==> config.mk <==
export PLATFORM = sky130hd
export DESIGN_NAME = data_bus_arbiter
export DESIGN_NICKNAME = d
export VERILOG_FILES = /design/src/rtl/data_bus_arbiter.sv
export SDC_FILE = /design/constraint.sdc
export NUM_CORES = 1
export LEC_CHECK = 0
export CORE_AREA = 3 3 123 125
export CTS_BUF_LIST = sky130_fd_sc_hd__clkbuf_8
export CTS_CLUSTER_DIAMETER = 150
export DETAILED_ROUTE_END_ITERATION = 6
export DIE_AREA = 0 0 126 128
export MAX_ROUTING_LAYER = met4
export PLACE_DENSITY = 0.52
export SLEW_MARGIN = 20
export SYNTH_ARGS = -nofsm -noshare
export SYNTH_HDL_FRONTEND = slang
export SYNTH_SLANG_ARGS = --single-unit
==> constraint.sdc <==
create_clock -name clk_i -period 3.6 [get_ports clk_i]
set_input_delay 0.72 -clock clk_i [delete_from_list [all_inputs] [get_ports clk_i]]
set_output_delay 0.72 -clock clk_i [all_outputs]
set_load 0.005 [all_outputs]
==> src/rtl/data_bus_arbiter.sv <==
// data_bus_arbiter: two-master round-robin arbiter for the data-side
// req/gnt/rvalid bus. It tracks which master issued each accepted
// transaction, so every in-order slave response goes back to the master
// that issued it. The number of accepted-but-unanswered transactions is
// limited to MAX_OUT.
`timescale 1ns/1ps
module data_bus_arbiter #(
    parameter int MAX_OUT = 2,
    parameter int CNT_W   = $clog2(MAX_OUT + 1)
) (
    input  logic             clk_i,
    input  logic             rst_i,
    input  logic             m0_req_i,
    input  logic             m0_we_i,
    input  logic [3:0]       m0_be_i,
    input  logic [31:0]      m0_addr_i,
    input  logic [31:0]      m0_wdata_i,
    output logic             m0_gnt_o,
    output logic             m0_rvalid_o,
    output logic [31:0]      m0_rdata_o,
    input  logic             m1_req_i,
    input  logic             m1_we_i,
    input  logic [3:0]       m1_be_i,
    input  logic [31:0]      m1_addr_i,
    input  logic [31:0]      m1_wdata_i,
    output logic             m1_gnt_o,
    output logic             m1_rvalid_o,
    output logic [31:0]      m1_rdata_o,
    output logic             s_req_o,
    output logic             s_we_o,
    output logic [3:0]       s_be_o,
    output logic [31:0]      s_addr_o,
    output logic [31:0]      s_wdata_o,
    input  logic             s_gnt_i,
    input  logic             s_rvalid_i,
    input  logic [31:0]      s_rdata_i,
    output logic [CNT_W-1:0] outstanding_o,
    output logic             resp_err_o
);

    // Owner FIFO pointer width; a single-entry FIFO still needs a 1-bit pointer.
    localparam int PTR_W = (MAX_OUT > 1) ? $clog2(MAX_OUT) : 1;

    logic                 rr_last_r;
    logic [CNT_W-1:0]     count_r;
    logic [MAX_OUT-1:0]   owner_r;
    logic [PTR_W-1:0]     wr_ptr_r;
    logic [PTR_W-1:0]     rd_ptr_r;
    logic                 resp_err_r;

    logic                 full_s;
    logic                 any_req_s;
    logic                 sel_valid_s;
    logic                 sel_id_s;
    logic                 accept_s;
    logic                 pop_s;
    logic                 head_id_s;

    // Advance a FIFO pointer, wrapping at MAX_OUT so depths that are not powers of two work.
    function automatic logic [PTR_W-1:0] ptr_next(input logic [PTR_W-1:0] p);
        if (p == PTR_W'(MAX_OUT - 1)) begin
            return {PTR_W{1'b0}};
        end else begin
            return p + PTR_W'(1);
        end
    endfunction

    // The full check looks only at the registered count, so an rvalid in the
    // same cycle cannot unblock a request: the gnt path stays off the rvalid path.
    assign full_s    = (count_r == CNT_W'(MAX_OUT));
    assign any_req_s = m0_req_i | m1_req_i;
    assign s_req_o   = any_req_s & ~full_s;
    assign accept_s  = s_req_o & s_gnt_i;
    assign pop_s     = s_rvalid_i & (count_r != {CNT_W{1'b0}});
    assign head_id_s = owner_r[rd_ptr_r];
    assign m0_gnt_o  = accept_s & sel_valid_s & ~sel_id_s;
    assign m1_gnt_o  = accept_s & sel_valid_s & sel_id_s;

    assign outstanding_o = count_r;
    assign resp_err_o    = resp_err_r;

    // Master selection: a lone requester wins; on a tie the master not served last wins.
    always_comb begin
        sel_valid_s = 1'b0;
        sel_id_s    = 1'b0;
        if (m0_req_i && m1_req_i) begin
            sel_valid_s = 1'b1;
            sel_id_s    = ~rr_last_r;
        end else if (m0_req_i) begin
            sel_valid_s = 1'b1;
            sel_id_s    = 1'b0;
        end else if (m1_req_i) begin
            sel_valid_s = 1'b1;
            sel_id_s    = 1'b1;
        end else begin
            sel_valid_s = 1'b0;
            sel_id_s    = 1'b0;
        end
    end

    // Slave payload mux: drives the selected master's fields, zeros when nobody is selected.
    always_comb begin
        s_we_o    = 1'b0;
        s_be_o    = 4'h0;
        s_addr_o  = 32'h0000_0000;
        s_wdata_o = 32'h0000_0000;
        if (sel_valid_s) begin
            if (sel_id_s) begin
                s_we_o    = m1_we_i;
                s_be_o    = m1_be_i;
                s_addr_o  = m1_addr_i;
                s_wdata_o = m1_wdata_i;
            end else begin
                s_we_o    = m0_we_i;
                s_be_o    = m0_be_i;
                s_addr_o  = m0_addr_i;
                s_wdata_o = m0_wdata_i;
            end
        end else begin
            s_we_o    = 1'b0;
            s_be_o    = 4'h0;
            s_addr_o  = 32'h0000_0000;
            s_wdata_o = 32'h0000_0000;
        end
    end

    // Response routing: send rvalid/rdata to the owner at the FIFO head; the other master sees zeros.
    always_comb begin
        m0_rvalid_o = 1'b0;
        m1_rvalid_o = 1'b0;
        m0_rdata_o  = 32'h0000_0000;
        m1_rdata_o  = 32'h0000_0000;
        if (pop_s) begin
            if (head_id_s) begin
                m1_rvalid_o = 1'b1;
                m1_rdata_o  = s_rdata_i;
            end else begin
                m0_rvalid_o = 1'b1;
                m0_rdata_o  = s_rdata_i;
            end
        end else begin
            m0_rvalid_o = 1'b0;
            m1_rvalid_o = 1'b0;
        end
    end

    // Round-robin history: remember the last granted master (reset favours master 0).
    always_ff @(posedge clk_i or negedge rst_i) begin
        if (!rst_i) begin
            rr_last_r <= 1'b1;
        end else if (accept_s) begin
            rr_last_r <= sel_id_s;
        end else begin
            rr_last_r <= rr_last_r;
        end
    end

    // Outstanding counter: +1 on accept, -1 on a valid response, unchanged when both happen.
    always_ff @(posedge clk_i or negedge rst_i) begin
        if (!rst_i) begin
            count_r <= {CNT_W{1'b0}};
        end else begin
            case ({accept_s, pop_s})
                2'b10:   count_r <= count_r + CNT_W'(1);
                2'b01:   count_r <= count_r - CNT_W'(1);
                default: count_r <= count_r;
            endcase
        end
    end

    // Owner FIFO storage and write pointer: append the accepted master's id at the tail.
    always_ff @(posedge clk_i or negedge rst_i) begin
        if (!rst_i) begin
            owner_r  <= {MAX_OUT{1'b0}};
            wr_ptr_r <= {PTR_W{1'b0}};
        end else if (accept_s) begin
            owner_r[wr_ptr_r] <= sel_id_s;
            wr_ptr_r          <= ptr_next(wr_ptr_r);
        end else begin
            owner_r  <= owner_r;
            wr_ptr_r <= wr_ptr_r;
        end
    end

    // Owner FIFO read pointer: drop the head entry once its response has been routed.
    always_ff @(posedge clk_i or negedge rst_i) begin
        if (!rst_i) begin
            rd_ptr_r <= {PTR_W{1'b0}};
        end else if (pop_s) begin
            rd_ptr_r <= ptr_next(rd_ptr_r);
        end else begin
            rd_ptr_r <= rd_ptr_r;
        end
    end

    // Sticky error flag: set by a response with nothing outstanding; only reset clears it.
    always_ff @(posedge clk_i or negedge rst_i) begin
        if (!rst_i) begin
            resp_err_r <= 1'b0;
        end else if (s_rvalid_i && (count_r == {CNT_W{1'b0}})) begin
            resp_err_r <= 1'b1;
        end else begin
            resp_err_r <= resp_err_r;
        end
    end

endmodule

==> flow_summary.json, run 1 <==
{
  "status": "complete, no violations",
  "yosys_warnings": 0,
  "tritoncts": "built",
  "synthMuxAreaShare_pct": 2.47,
  "sequential_cell_area_sq_um": 201,
  "synth_top_family_by_area": "simple AND/OR/NAND/NOR gates",
  "netlist_area_sq_um": 1880,
  "post_drt_wl_per_cell_um": 15.0,
  "worst_pin_slew_ns": 0.407,
  "fmaxAchievable_ghz": 0.302,
  "finalNonFillerCells": 815,
  "synth_compound_gate_area_share_pct": 21.7,
  "drive_gt1_share_pct": 3.15,
  "ctsHoldBuffers": 0,
  "synth_area_per_cell_sq_um": 5.55,
  "fin_nets": 811,
  "yosys.area_share.simple_pct": 53.7,
  "min_period_ns": 3.31,
  "dp.cells": 810,
  "root_buffer": "clkbuf_8",
  "ys_seq_area_share_pct": 10.7,
  "mostFrequentLayoutCell": "clkdlybuf4s50_1",
  "n_fill_cell": 1480,
  "hold_class": "register to register",
  "htreeDepth": 1,
  "dr_total_vias": 3299,
  "min-delay-start": "resp_err_o$_DFFE_PN0P_",
  "antenna_found_initial": 1,
  "grt_start_max_net_pins": 89,
  "path_clk_slew_ns": 0.05,
  "final.setup.tns_ns": 0,
  "drc": 0,
  "arrival_ns": 2.59,
  "holdPathStages": 1,
  "die_x_um": 126,
  "cts_setup_buffers": 0,
  "start_util_pct": 13.4,
  "gp_congestion": 0.871,
  "r2r_slack_ns": 2.29,
  "grt_pass1_wl_um": 17700,
  "power.internal_uw": 1030,
  "multi_input_area_sq_um": 1500,
  "hold_end": "resp_err_o$_DFFE_PN0P_",
  "numCtsBuffers": 3,
  "area_growth_pct": 178,
  "track_usage_pct": 14.2,
  "numPortBuffers": 316,
  "viasPerCell": 4.05,
  "core-area_sq_um": 14000,
  "ir_drop_v": 0.000144,
  "clock_path_buffers": 2,
  "fp.dieArea_sq_um": 16100,
  "power_frac_seq_pct": 11.6,
  "die_y_um": 128,
  "synth_fa_ha_area_share_pct": 0,
  "netlist_instances": 338,
  "reg2reg_depth": 3,
  "synth.distinct_cells": 30,
  "finalClockSkew_ns": 0.0109,
  "maxCapViolCount": 0,
  "drt_iter0_drc": 93,
  "power_density_nw_per_um2": 306,
  "first_pass_iters": 4,
  "critical_path_required_ns": 2.88,
  "cp-end-kind": "primary output",
  "slew_violations": 0,
  "layout_common_cells": "314 x clkdlybuf4s50_1, 140 x nand2_1, 64 x and2_1",
  "async_flop_share_pct": 100,
  "rsz0062_at_grt": "no",
  "sw_frac_of_total_pct": 35.0,
  "num_rows": 43,
  "grt_pass1_vias": 3264,
  "hold_viol": 0,
  "cts_sinks": 8,
  "drtAntennaViolNets": 0,
  "synth_seq_cells": 8,
  "clockPowerShare_pct": 7.1,
  "synthesis.nets": 514,
  "r2r-end": "owner_r[0]$_DFFE_PN0P_",
  "period_share_pct": 91.9,
  "cts_resized": 0,
  "switchingPower_uw": 558,
  "p_leak_uw": 0.00201,
  "synth_flop_cell": "dfrtp_1",
  "wl_um": 12200,
  "clock_latency_ns": 0.24,
  "synth-edff-count": 0,
  "startpoint_type": "primary input",
  "setup_viol": 0,
  "comb_power_share_pct": 81.3,
  "slew_headroom_pct": 72.8,
  "crit_type": "primary input to primary output",
  "overflow": 0,
  "dp_hpwl_um": 10500,
  "synth-xor-area-share_pct": 1.87,
  "regToRegStartpoint": "outstanding_o[1]$_DFFE_PN0P_",
  "ioPinCount": 317,
  "cp_max_fo": 88
}
worst max path at each step:
stage | to | slack [ns] | cells past startpoint | start
after global placement | s_addr_o[15] | 0.31 | 6 | m1_req_i
after detailed placement | s_addr_o[15] | 0.30 | 6 | m1_req_i
after floorplan | s_wdata_o[1] | 1.40 | 6 | m0_req_i
final | s_addr_o[15] | 0.29 | 6 | m1_req_i
after CTS | s_addr_o[15] | 0.28 | 6 | m1_req_i
after global routing | s_addr_o[26] | 0.18 | 6 | m1_req_i
metal layers:
layer | wire length, um | track usage, %
met1 | 4390 | 14.1
met3 | 1140 | 3.50
met2 | 6580 | 27.9
met4 | 120 | 2.78
met5 | 0 | -
power by group through the flow:
stage | clock [uW] | combinational [uW] | sequential, uW
after floorplan | 0 | 514 | 168
after global placement | 0 | 1310 | 183
after detailed placement | 0 | 1320 | 186
after CTS | 118 | 1320 | 185
after global routing | 122 | 1410 | 193
final | 113 | 1290 | 184
metrics by stage:
stage | hold WS [ns] | cell area [sq um] | setup WS (ns) | total power [uW] | utilization, %
2_1_floorplan | 0.424 | 1880 | 1.40 | 683 | -
6_report | 0.465 | 5210 | 0.293 | 1590 | 37.2
3_5_place_dp | 0.462 | 5160 | 0.302 | 1500 | 36.9
3_3_place_gp | 0.443 | 5160 | 0.307 | 1500 | 36.9
4_1_cts | 0.473 | 5210 | 0.281 | 1630 | 37.2
5_1_grt | 0.480 | 5210 | 0.184 | 1720 | 37.2
flip-flops by register name, indices dropped and copies added (netlist names):
| register | count |
|---|---|
| outstanding_o | 2 |
| owner_r | 2 |
| rd_ptr_r | 1 |
| resp_err_o | 1 |
| rr_last_r | 1 |
| wr_ptr_r | 1 |
final cells by class:
class,instances,area share (%)
clock buffers,3,0.793
well taps,180,4.32
repair buffers,322,62.2
flip-flops and latches,8,3.87
clock inverters,1,0.0721
diodes,1,0.0480
multi-input cells,300,28.7
logic make-up (layout without fill, tap and decap cells):
| family | Yosys count | after routing |
|---|---|---|
| AO/OA/AOI/OAI | 76 | 76 |
| flip-flops | 8 | 8 |
| AND/OR/NAND/NOR | 216 | 216 |
| multiplexers | 4 | 4 |
| other | 0 | 1 |
| buffers and inverters | 30 | 326 |
| XOR/XNOR | 4 | 4 |
worst max-delay path, stage by stage:
cell             delay, ns
clkdlybuf4s50_1       0.51
a21boi_4              0.24
buf_12                0.29
nand2_1               0.08
o21ai_0               0.13
clkdlybuf4s50_1       0.57
cell usage after synthesis (2+ instances only):
cell type  instances  share of area (%)
buf_6              4                2.4
buf_4              8                3.2
and2_1            64                 21
buf_2              2               0.53
clkbuf_1          13                2.6
a21o_1             2               0.80
o21ai_1            6                1.6
mux2_2             2                1.2
xnor2_1            3                1.4
nor2b_1            2               0.67
nand2_1          140                 28
o21ai_0           63                 17
nor2_1             4               0.80
dfrtp_1            7                9.3
clkbuf_2           3               0.80
(Power assumes the default switching activity.)
==> run 2: changes to the inputs <==
--- a/config.mk
+++ b/config.mk
@@ -5,6 +5,7 @@
 export SDC_FILE = /design/constraint.sdc
 export NUM_CORES = 1
 export LEC_CHECK = 0
+export CAP_MARGIN = 25
 export CORE_AREA = 3 3 123 125
 export CTS_BUF_LIST = sky130_fd_sc_hd__clkbuf_8
 export CTS_CLUSTER_DIAMETER = 150
==> results of run 2 <==
Final layout, timing and power as in run 1 (identical DEF).
